<file path="config.mk">
export PLATFORM = sky130hd
export DESIGN_NAME = counter_mod
export DESIGN_NICKNAME = d
export VERILOG_FILES = /design/src/rtl/counter_mod.sv
export SDC_FILE = /design/constraint.sdc
export NUM_CORES = 1
export LEC_CHECK = 0
export ABC_AREA = 1
export ABC_CLOCK_PERIOD_IN_PS = 1250
export BUFFER_PORTS_ARGS = -buffer_cell sky130_fd_sc_hd__buf_4
export CAP_MARGIN = 20
export CORE_AREA = 5 5 42 44
export CTS_BUF_LIST = sky130_fd_sc_hd__clkbuf_4
export CTS_CLUSTER_SIZE = 25
export DETAILED_ROUTE_END_ITERATION = 16
export DIE_AREA = 0 0 47 49
export GPL_TIMING_DRIVEN = 0
export SETUP_SLACK_MARGIN = 0.5
export SLEW_MARGIN = 20
export SYNTH_ARGS = -nofsm -noshare
export SYNTH_HDL_FRONTEND = slang
export SYNTH_SLANG_ARGS = --single-unit
</file>
<file path="constraint.sdc">
create_clock -name clk -period 1.25 [get_ports clk]
set_input_delay 0.0625 -clock clk [delete_from_list [all_inputs] [get_ports clk]]
set_output_delay 0.0625 -clock clk [all_outputs]
set_load 0.01 [all_outputs]
</file>
<file path="src/rtl/counter_mod.sv">
// Parametrised up/down counter with an arbitrary modulus, wrap or saturate at the range ends,
// a combinational terminal-count strobe and sticky overflow/underflow flags.
module counter_mod #(
  parameter int     WIDTH    = 4,
  parameter longint MODULUS  = 16,
  parameter bit     SATURATE = 1'b0
) (
  input  logic             clk,
  input  logic             rst,
  input  logic             enable,
  input  logic             up_down,
  input  logic             load,
  input  logic [WIDTH-1:0] load_val,
  input  logic             clear,
  output logic [WIDTH-1:0] count,
  output logic             tc,
  output logic             ovf,
  output logic             udf
);

  // 64-bit arithmetic so that WIDTH=32 with MODULUS=2**32 is still representable
  localparam longint RANGE_LIMIT = longint'(1) << WIDTH;
  localparam logic [WIDTH-1:0] COUNT_MAX = WIDTH'(MODULUS - 1);

  generate
    if (WIDTH < 1 || WIDTH > 32) begin : g_bad_width
      $error("counter_mod: WIDTH must be in 1..32");
    end
    if (MODULUS < 2 || MODULUS > RANGE_LIMIT) begin : g_bad_modulus
      $error("counter_mod: MODULUS must satisfy 2 <= MODULUS <= 2**WIDTH");
    end
  endgenerate

  logic             at_max;
  logic             at_zero;
  logic [WIDTH-1:0] count_nxt;
  logic             ovf_nxt;
  logic             udf_nxt;

  assign at_max  = (count == COUNT_MAX);
  assign at_zero = (count == '0);

  // Strobe marks the cycle whose edge performs the wrap/saturate event
  assign tc = enable & ~clear & ~load & ((up_down & at_max) | (~up_down & at_zero));

  always_comb begin
    count_nxt = count;
    ovf_nxt   = ovf;
    udf_nxt   = udf;
    if (clear) begin
      count_nxt = '0;
      ovf_nxt   = 1'b0;
      udf_nxt   = 1'b0;
    end else if (load) begin
      count_nxt = (load_val > COUNT_MAX) ? COUNT_MAX : load_val;
    end else if (enable) begin
      if (up_down) begin
        if (at_max) begin
          ovf_nxt   = 1'b1;
          count_nxt = SATURATE ? count : '0;
        end else begin
          count_nxt = count + 1'b1;
        end
      end else begin
        if (at_zero) begin
          udf_nxt   = 1'b1;
          count_nxt = SATURATE ? count : COUNT_MAX;
        end else begin
          count_nxt = count - 1'b1;
        end
      end
    end
  end

  always_ff @(posedge clk or negedge rst) begin
    if (!rst) begin
      count <= '0;
      ovf   <= 1'b0;
      udf   <= 1'b0;
    end else begin
      count <= count_nxt;
      ovf   <= ovf_nxt;
      udf   <= udf_nxt;
    end
  end

endmodule
</file>
; Yosys cells after proc, flatten, opt, wreduce, memory -nomap -nowiden
; Index checks and enable logic that the tools add are counted.
; Widths: inputs -> output; s select.
[classes]
add_sub_neg = 2
magnitude_cmp = 1
eq_ne = 3
mux = 17
bitwise = 9
n_reduce_logical = 8
[op_table]
columns = operator, count
row1 = $mux 4, 7
row2 = $mux 1, 10
row3 = $reduce_and 4->1, 2
row4 = $reduce_bool 2->1, 4
row5 = $and 1x1->1, 5
row6 = $add 4x1->4 const B, 1
row7 = $eq 4x4->1 const B, 1
row8 = $gt 4x4->1 const B, 1
row9 = $logic_not 4->1, 1
row10 = $ne 2x1->1 const B, 2
row11 = $sub 4x1->4 const B, 1
row12 = $not 1->1, 3
row13 = $reduce_bool 3->1, 1
row14 = $or 1x1->1, 1
[totals]
regBits = 6
in_bits = 10
output_inout_bits = 7
word_cells = 43

; Longest topological paths before layout
; Gate-level depths: netlist of the first run.
[logic_depth]
ltp_word = 6
ltp_mapped = 10
depth_no_buf = 10

; Least setup slack after synthesis of the first run
; No wires, ideal clock.
[synth_path]
path_kind = register to register
from = register count[0]
to = register count[2]
setup_time_ns = 0.076
t_arrival_ns = 1.222
t_required_ns = 1.174
slack_ns = -0.048
stages_incl_launch_ff = 9
n_path_buf = 0
synth_period_minus_slack_ns = 1.298
cell_sequence = dfrtp_1 > inv_1 > ha_1 > inv_1 > o21ai_1 > or2_1 > nand3_1 > nand2_1 > o21ai_1
[synth_between]
elab_chain_cells = 6
word_cells_on_any_way = 10
cone_classes = add/sub (2) / eq/ne (1) / mux (6) / reduce/logical (1)
[synth_lines]
columns = item, line
row1 = "start, declared", 15  ; output logic [WIDTH-1:0] count,
row2 = "start signal, assigned", 81  ; count <= count_nxt;
row3 = $sub 4x1->4 (tied with other cells), 69  ; count_nxt = count - 1'b1;
row4 = "$mux 4, on equally long branches", "65, 58"
row5 = $mux 4 *, 57  ; if (up_down) begin
row6 = $mux 4 *, 56  ; end else if (enable) begin
row7 = $mux 4 *, 54  ; end else if (load) begin
row8 = $mux 4 *, 50  ; if (clear) begin
; Mark *: on every way between the ends. The rest lies on a longest branch, timed or not. The select of a mux whose other input is x is not followed.
; A chain may end at the register's enable or synchronous reset.

; Worst setup path in the final report of the first run
[layout_path]
from = register count[0]
to = output port tc
[layout_between]
elab_chain_cells = 4
word_cells_on_any_way = 6
cone_classes = eq/ne (1) / bitwise (4) / reduce/logical (1)
[layout_lines]
columns = item, line
row1 = $eq 4x4->1 / $logic_not 4->1 (equally long branches), "40, 41"
row2 = $and 1x1->1, 44  ; assign tc = enable & ~clear & ~load & ((up_down & at_max) | (~up_down & at_zero));
row3 = $or 1x1->1 *, 44
row4 = $and 1x1->1 *, 44
row5 = "end, declared", 16  ; output logic tc,
; Mark *: on every way between the ends. The rest lies on a longest branch, timed or not.

==> results of run 1 <==
-- layer usage --
| layer | global-route usage (%) | part of all wire [%] |
|---|---|---|
| met3 | 1.107 | 6.2 |
| met2 | 19.91 | 50 |
| met4 | 10.60 | 2.0 |
| met1 | 17.12 | 42 |
| met5 | 0 | 0 |
-- power by group through the flow --
stage	clock (mW)	sequential (mW)	combinational, mW
6_report	0.227	0.236	0.282
5_1_grt	0.245	0.238	0.305
4_1_cts	0.226	0.236	0.228
3_5_place_dp	0	0.238	0.177
3_3_place_gp	0	0.238	0.175
2_1_floorplan	0	0.238	0.0990
-- synthesized netlist by cell type (all sizes together) --
library cell   n
nand2         20
inv           11
nand3         11
dfrtp          6
a21oi          4
o21ai          4
nor2           3
ha             2
nand4          2
nor3           2
clkinv         1
o211ai         1
o22ai          1
or2            1
-- sequential cells by signal, summed over array words and instances (netlist names) --
signal,flops
count,4
ovf,1
udf,1
-- metrics by stage --
stage	instances	instance area [um2]	TNS (ns)	worst slack [ns]	hold slack, ns
finish	118	818.3	-0.9260	-0.3146	0.009795
floorplan	69	485.5	0	0.01464	-0.2331
global placement	101	625.6	-0.3010	-0.1618	-0.1303
global route	118	818.3	-1.350	-0.4500	0.01253
detailed placement	101	625.6	-0.2667	-0.1460	-0.1281
CTS	113	752.0	-0.5291	-0.2995	0.003294
-- kinds of logic (layout without fill, tap and decap cells) --
group / count (synthesis) / after routing / share of synthesized area, %
adder cells (fa/ha/maj): 2 / 2 / 5.390
buffers and inverters: 12 / 45 / 9.703
AND/OR/NAND/NOR: 39 / 39 / 39.35
AO/OA/AOI/OAI: 10 / 10 / 13.21
flip-flops: 6 / 6 / 32.34
-- repair_timing --
action,CTS,global route
buffers inserted,7,5
hold buffers,1,0
endpoints found under the hold margin,6,0
resized for setup,11,8
endpoints found under the setup margin,13,13
pin swaps,5,2
-- layout by cell type (no fill, tap or decap) --
master	n
nand2_1	19
clkinv_1	1
clkbuf_4	4
nor2_4	1
ha_2	1
a21oi_1	1
a21oi_2	3
buf_6	7
inv_1	7
o21ai_1	2
dfrtp_2	4
nand4_1	2
nor2_2	1
ha_4	1
or2_1	1
o211ai_1	1
nor3_1	1
o21ai_2	2
nor3_4	1
nand3_1	9
nand3_2	2
nor2_1	1
o22ai_1	1
inv_2	2
dfrtp_1	2
buf_4	21
dlygate4sd3_1	1
nand2_2	1
inv_4	2
-- area by class of cell --
| type | count | area, um2 | share of cell area (%) |
|---|---|---|---|
| clock buffers | 4 | 30.03 | 3.670 |
| inverters | 12 | 50.05 | 6.116 |
| multi-input cells | 51 | 316.6 | 38.69 |
| flip-flops and latches | 6 | 155.1 | 18.96 |
| well taps | 16 | 20.02 | 2.446 |
| repair buffers | 29 | 246.5 | 30.12 |
-- how the worst max path moves through the flow --
stage	start	endpoint	slack, ns	cells past startpoint
finish	count[0]	tc	-0.31	7
detailed placement	count[0]	tc	-0.15	7
floorplan	count[0]	tc	0.01	6
global placement	count[0]	tc	-0.16	7
CTS	count[0]	tc	-0.30	7
global route	count[0]	tc	-0.45	7
==> flow_summary.yaml, run 1 <==
run_status:
  outcome: "complete, but fails checks"
  violations: "setup timing"
clock_network:
  clockRootBuffer: "clkbuf_4"
  clkTransAtPathRegs_ns: 0.06
  cts_tree: "yes"
  clk_latency_ns: 0.26
  htreeDepth: 1
  clockBufferDepth: 2
  cts_sinks: 6
  cts_buffers: 3
yosys:
  ys_ff_latch: 6
  yosysTopAreaCell: "dfrtp_1"
  syn_inst: 69
  synth_area_leaders: "dfrtp_1 (32%), nand2_1 (16%), nand3_1 (11%)"
  yosysSeqAreaShare_pct: 32.35
  syn_area_um2: 464.2
  yosys_warnings: 0
  ys_types: 20
  synth_top_cell_area_share_pct: 32.35
  syn-num-nets: 81
  synthesis.area_per_instance_um2: 6.727
layout:
  n_antenna_cell: 0
  final.fill_count: 132
  drive_above_1_share_pct: 51.96
  fin_nets: 115
  utilization_pct: 58.39
  area_delta_synth_final_pct: 76.28
sta:
  setup_viol: 5
  hold_viol: 0
  fmax_mhz: 639.1
  fin_ws_ns: -0.3146
  finalCritPeriodShare_pct: 125.2
  max_slew_margin_pct: 82.41
  clock_skew_ns: 0.01529
  fin_crit_ns: 1.565
  rsz0062_at_grt: "yes"
  worst_slew_pin_slew_ns: 0.2618
  drv_slew: 0
setup_path:
  cp_num_buf_inv: 3
  cpMostUsedCell: "inv_4"
  cp-start-kind: "register"
  worstReg2RegEnd: "count[3]"
  endpoint_kind: "output pin"
  r2r-start: "count[0]"
  crit_type: "reg2out"
  worst_path_max_delay_cell: "dfrtp_2"
  cp.required_ns: 1.19
  path_max_fanout: 4
  cp_slowest_stage_delay_ns: 0.45
  worst_path_dominant_cell_family: "flip-flops"
  r2r_cells: 12
  worstPathCellList: "inv_4 > ha_4 > inv_4 > nor3_4 > nand4_1 > a21oi_2 > buf_4"
  reg2reg_slack_ns: -0.25
  crit_arrival_ns: 1.50
power_and_ir_drop:
  p_sw_share_pct: 32.45
  total_power_uw: 744.5
  intPower_uw: 503.0
  max-vdd-ir-drop_mv: 0.3993
  power_density_nw_per_um2: 909.9
  power_frac_comb_pct: 37.9
  p_leak_nw: 0.4011
  clkPwrFrac_pct: 30.5
  p_seq_share_pct: 31.7
  p_switching_uw: 241.6
placed_design:
  portBuffers: 16
  dp_hpwl_um: 896.6
  gp_congestion: 0.7661
detailed_routing:
  antenna_left: 0
  routed-via-count: 624
  wire_per_inst_um: 12.38
  drt_wl_total_um: 1461
  first_pass_iters: 4
  viasPerCell: 5.288
  drc_errors: 0
  drt_iter0_drc: 16
worst_hold_path:
  hold_class: "in2reg"
  hold_path_end: "udf"
  min_from: "clear"
  min_path_cells: 2
die:
  start_util_pct: 33.12
  ios: 17
  fp.dieW_um: 47
  die_area_um2: 2303
  dieHeight_um: 49
  rows: 14
  core_area_um2: 1401
global_route:
  grt_pass1_wl_um: 2270
  grt_max_degree: 8
  grt_pass1_vias: 571
  grt_antenna_before_repair: 0
  grt-ovfl-total: 0
  grtUsageTotal_pct: 13.48
flow_run:
  maxCapViolations: 0
Power figures use the tool's default switching activity.
==> run 2: changes to the inputs <==
- ABC_AREA: 1 -> default
- SETUP_SLACK_MARGIN: 0.5 -> 0.2
==> run 2 against run 1 <==
Against the previous run: the run still ends with setup timing left; cell area shrank 8.4%; synthesized cell count fell by 26%; largest power group unchanged; register-to-register slack got worse by 0.13 ns; area after synthesis is 8.4% lower; count of clock-buffer cells in the layout did not move; routed wire length down 14%; critical path type unchanged; largest cell class unchanged; combinational power decreased by 15%; critical endpoint unchanged; final cell count fell by 18%.
==> flow_summary.yaml, run 2 <==
worst_hold_path:
  hold_class: "in2async"
layout:
  area_delta_synth_final_pct: 76.18
  final.fill_count: 135
  utilization_pct: 53.48
  fin_nets: 94
  largest_reg_flops: 4
  stdcell_area_um2: 749.5
  regMostFlops: "count"
  mostFrequentLayoutCells: "buf_4 (21), nor2_1 (6), a21oi_1 (5)"
  top_regs: "count x4, ovf x1, udf x1"
  drive_above_1_share_pct: 56.79
  final_common_cell: "buf_4"
  n_antenna_cell: 0
global_route:
  grt_max_degree: 11
  grt_pass1_vias: 499
  grt_antenna_before_repair: 0
  grt_pass1_wl_um: 2132
  grt-ovfl-total: 0
  grtUsageTotal_pct: 13.07
yosys:
  async_reset_ff_share_pct: 100.0
  synth_flop_cell: "dfrtp_1"
  yosys_warnings: 0
  yosysSeqAreaShare_pct: 35.29
  syn_inst: 51
  synth_area_leaders: "dfrtp_1 (35%), a21oi_1 (7.1%), nor2_1 (6.2%)"
  syn_area_um2: 425.4
  synthesis.area_per_instance_um2: 8.341
  yosysTopAreaCell: "dfrtp_1"
  synth.most_common_cell: "nor2_1"
  ys_ff_latch: 6
  syn-num-nets: 63
  synth-edff-count: 0
  ys_types: 23
  synth_common_cells: "nor2_1 (7), a21oi_1 (6), dfrtp_1 (6)"
  synth_top_cell_area_share_pct: 35.29
power_and_ir_drop:
  p_leak_nw: 0.3432
  intPower_uw: 493.1
  total_power_uw: 699.1
  max-vdd-ir-drop_mv: 0.6357
  clkPwrFrac_pct: 32.4
  p_switching_uw: 206.0
  p_seq_share_pct: 33.1
  power_frac_comb_pct: 34.5
  power_density_nw_per_um2: 932.8
  p_sw_share_pct: 29.46
setup_path:
  cp.required_ns: 1.19
  path_max_fanout: 5
  endpoint_kind: "output pin"
  worstPathCellList: "inv_2 > ha_4 > nor4b_4 > nor2_2 > nor4b_2 > buf_4"
  crit_arrival_ns: 1.57
  r2r-start: "count[0]"
  cp-start-kind: "register"
  cp-startpoint: "count[0]"
  cp-endpoint: "tc"
  worstReg2RegEnd: "count[0]"
  crit_type: "reg2out"
  reg2reg_slack_ns: -0.38
  cp_slowest_stage_delay_ns: 0.45
  worst_path_max_delay_cell: "dfrtp_2"
  r2r_cells: 9
detailed_routing:
  drt_wl_total_um: 1260
  drt_iter0_drc: 10
  wire_per_inst_um: 12.99
  routed-via-count: 489
  viasPerCell: 5.041
  first_pass_iters: 4
  drc_errors: 0
  antenna_left: 0
sta:
  fin_ws_ns: -0.3855
  setup_viol: 7
  fin_crit_ns: 1.636
  worst_slew_pin_slew_ns: 0.4400
  finalCritPeriodShare_pct: 130.8
  fmax_mhz: 611.4
  rsz0062_at_grt: "yes"
  hold_viol: 0
  max_slew_margin_pct: 70.67
  drv_slew: 0
  clock_skew_ns: 0.01743
  setup_tns_ns: -1.585
placed_design:
  portBuffers: 15
  dp_hpwl_um: 815.4
  placed_area_um2: 596.8
  gp_congestion: 0.6981
clock_network:
  clockBufferDepth: 2
  cts_buffers: 3
  clk_latency_ns: 0.26
  clockRootBuffer: "clkbuf_4"
  cts_tree: "yes"
  cts_sinks: 6
  htreeDepth: 1
  clkTransAtPathRegs_ns: 0.06
run_status:
  violations: "setup timing"
  outcome: "complete, but fails checks"
die:
  die_area_um2: 2303
  dieHeight_um: 49
  core_area_um2: 1401
  rows: 14
  ios: 17
  start_util_pct: 30.36
  fp.dieW_um: 47
flow_run:
  maxCapViolations: 0
==> run 2: cell types whose count changed after synthesis, sizes merged, moves of 4 or more <==
cell / change
nand3: -11
nor2: +4
inv: -7
nand2: -17
==> run 2: how the worst min path moves through the flow <==
stage / endpoint / slack [ns] / cells after the start
2_1_floorplan: count[0] / -0.23 / 0
3_3_place_gp: count[3] / -0.13 / 1
3_5_place_dp: count[3] / -0.13 / 1
4_1_cts: count[0] / 0.12 / 4
5_1_grt: count[3] / 0.13 / 2
6_report: count[3] / 0.14 / 2
==> run 2: layout make-up <==
class / instances / area [um2] / share of cell area, %
Tap cell: 16 / 20.02 / 2.671
Clock buffer: 4 / 30.03 / 4.007
Multi-Input combinational cell: 39 / 309.0 / 41.24
Inverter: 4 / 15.01 / 2.003
Buffer: 2 / 7.507 / 1.002
Sequential cell: 6 / 155.1 / 20.70
Timing Repair Buffer: 26 / 212.7 / 28.38
==> run 2: cell families (layout without fill, tap and decap cells) <==
family	count (synthesis)	in the layout	synth area share, %
adder cells (fa/ha/maj)	2	2	5.881
flip-flops	6	6	35.29
buffers and inverters	6	36	5.291
XOR/XNOR	2	2	4.118
multiplexers	2	2	5.000
AND/OR/NAND/NOR	19	19	24.41
AO/OA/AOI/OAI	14	14	20.00
==> run 2: power by group through the flow <==
stage | clock network [mW] | logic [mW] | registers (mW)
2_1_floorplan | 0 | 0.0899 | 0.238
3_3_place_gp | 0 | 0.156 | 0.238
3_5_place_dp | 0 | 0.159 | 0.238
4_1_cts | 0.236 | 0.215 | 0.231
5_1_grt | 0.256 | 0.262 | 0.235
6_report | 0.227 | 0.241 | 0.231
==> run 2: through the flow <==
stage	setup slack [ns]	hold WS (ns)	std cells
after floorplan	-0.1296	-0.2331	51
after global placement	-0.2314	-0.1251	82
after detailed placement	-0.2367	-0.1262	82
after CTS	-0.3805	0.1178	96
after global routing	-0.4821	0.1322	97
final	-0.3855	0.1366	97
==> run 2: critical path: cells and delay by family, from the launching register on <==
family / cells / cell delay (ns)
adders and majority gates: 1 / 0.13
DFF: 1 / 0.45
buffers and inverters: 2 / 0.24
and+or+nand+nor: 3 / 0.50
==> run 2: per-layer routing <==
metal | global-route usage, % | vias up | routed length [um]
met5 | 0 | - | 0
met4 | 5.069 | 0 | 5
met3 | 7.380 | 2 | 91
met2 | 20.14 | 16 | 653
met1 | 14.44 | 228 | 510
li1 | - | 243 | -
==> run 2: repair_timing <==
item,CTS,global route
pin swaps,6,7
hold buffers,1,0
gates resized for setup,6,4
endpoints found under the hold margin,6,0
buffers inserted,9,1
setup endpoints to repair,7,9
==> run 3: changes to the inputs <==
--- a/constraint.sdc
+++ b/constraint.sdc
@@ -3,2 +3,2 @@
 set_output_delay 0.0625 -clock clk [all_outputs]
-set_load 0.01 [all_outputs]
+set_load 0.1 [all_outputs]
==> run 3 against run 2 <==
Against the previous run: the flow still finishes with violations (setup timing); sequential share of layout area fell by 1.7 points; power rose by 21%; fmax fell by 11%.
==> flow_summary.yaml, run 3 (synthesized netlist as in run 2, its figures left out) <==
detailed_routing:
  highest_layer: "met4"
  wire_per_inst_um: 14.70
  wl_met1_um: 638
  viasPerCell: 5.088
  antenna_left: 0
  routed-via-count: 519
  drc_errors: 0
  wl_met2_um: 721
  drt_iter0_drc: 12
  met3_length_um: 117
  first_pass_iters: 4
  drt_wl_total_um: 1499
global_route:
  grt_pass1_vias: 449
  grt_pass1_wl_um: 2014
  grt-ovfl-total: 0
  grtUsageTotal_pct: 11.97
  grt_antenna_before_repair: 0
  grt_max_degree: 11
die:
  fp.dieW_um: 47
  start_util_pct: 30.36
  rows: 14
  core_area_um2: 1401
  ios: 17
  dieHeight_um: 49
  die_area_um2: 2303
power_and_ir_drop:
  p_switching_uw: 307.8
  p_sw_share_pct: 36.44
  power_density_nw_per_um2: 971.3
  clkPwrFrac_pct: 26.2
  p_seq_share_pct: 28.0
  max-vdd-ir-drop_mv: 0.8164
  power_frac_comb_pct: 45.8
  p_leak_nw: 0.3847
  intPower_uw: 536.8
sta:
  fin_ws_ns: -0.5830
  worst_slew_pin_slew_ns: 0.4680
  max_slew_margin_pct: 68.80
  hold_viol: 0
  fin_crit_ns: 1.833
  finalCritPeriodShare_pct: 146.6
  drv_slew: 0
  clock_skew_ns: 0.01632
  hold_ws_ns: 0.1470
  setup_viol: 9
  setup_tns_ns: -1.863
  fmax_mhz: 545.6
  rsz0062_at_grt: "yes"
placed_design:
  dp_hpwl_um: 840.1
  dp.cells: 82
  gp_congestion: 0.6859
  portBuffers: 15
clock_network:
  clockRootBuffer: "clkbuf_4"
  cts_buffers: 3
  htreeDepth: 1
  clk_latency_ns: 0.25
  cts_sinks: 6
  cts_tree: "yes"
  clkTransAtPathRegs_ns: 0.06
  clockBufferDepth: 2
layout:
  n_antenna_cell: 0
  area_delta_synth_final_pct: 104.4
  drive_above_1_share_pct: 60.47
  regMostFlops: "count"
  utilization_pct: 62.05
  fin_nets: 99
  layout.cells.non_filler: 102
  final_common_cell: "buf_4"
  largest_reg_flops: 4
  mostFrequentLayoutCells: "buf_4 (22), nor2_1 (6)"
  top_regs: "count x4, ovf x1, udf x1"
setup_path:
  endpoint_kind: "output pin"
  worst_path_max_delay_cell: "dfrtp_4"
  worst_path_dominant_cell_family: "simple AND/OR/NAND/NOR gates"
  reg2reg_slack_ns: -0.33
  cpMostUsedCell: "nor4b_4"
  crit_arrival_ns: 1.77
  cp_num_buf_inv: 2
  crit_type: "reg2out"
  path_max_fanout: 3
  cp_slowest_stage_delay_ns: 0.51
  cp.required_ns: 1.19
  cp-start-kind: "register"
  worstPathCellList: "inv_4 > ha_4 > nor4b_4 > nor2_2 > nor4b_4 > buf_6"
flow_run:
  maxCapViolations: 0
worst_hold_path:
  hold_class: "in2async"
run_status:
  violations: "setup timing"
  outcome: "complete, but fails checks"
## run 3: timing repair
item                                   in CTS  in global routing
setup endpoints to repair                  11                 11
buffers inserted                            4                 11
hold buffers                                1                  0
cloned                                      0                  0
endpoints found under the hold margin       6                  0
pin swaps                                   5                  5
resized for setup                          13                  9
## run 3: power groups by stage
stage	logic [mW]	clock network, mW	registers (mW)
2_1_floorplan	0.101	0	0.327
3_3_place_gp	0.252	0	0.245
3_5_place_dp	0.254	0	0.244
4_1_cts	0.311	0.231	0.238
5_1_grt	0.407	0.240	0.237
6_report	0.387	0.221	0.236
## run 3: layout make-up
cell class / count / area [um2]
multi-input combinational: 39 / 331.6
timing repair buffer: 31 / 295.3
clock buffer: 4 / 30.03
inverter: 4 / 20.02
buffer: 2 / 7.507
fill: 118 / 531.8
tap: 16 / 20.02
sequential: 6 / 165.2
## run 3: final timing paths
path	startpoint	endpoint	cells past startpoint
max in group asynchronous	rst	count[2]	2
worst max-delay path	count[0]	tc	6
worst min-delay path	rst	count[3]	2
min in group clk	load_val[2]	count[2]	4
worst max register to register	count[0]	count[0]	6
worst min register to register	ovf	ovf	2
## run 3: metal layers
metal	global-route usage, %	up-vias
li1	-	252
met2	18.33	23
met1	16.11	240
met3	5.904	4
met4	0	0
met5	0	-
## run 3: stage by stage
stage	setup slack (ns)	total power, mW	instance area, um2
after floorplan	-1.097	0.4282	490.5
after global placement	-0.4538	0.4962	623.1
after detailed placement	-0.4761	0.4977	623.1
after CTS	-0.5877	0.7800	748.2
after global routing	-0.6783	0.8850	869.6
final	-0.5830	0.8446	869.6
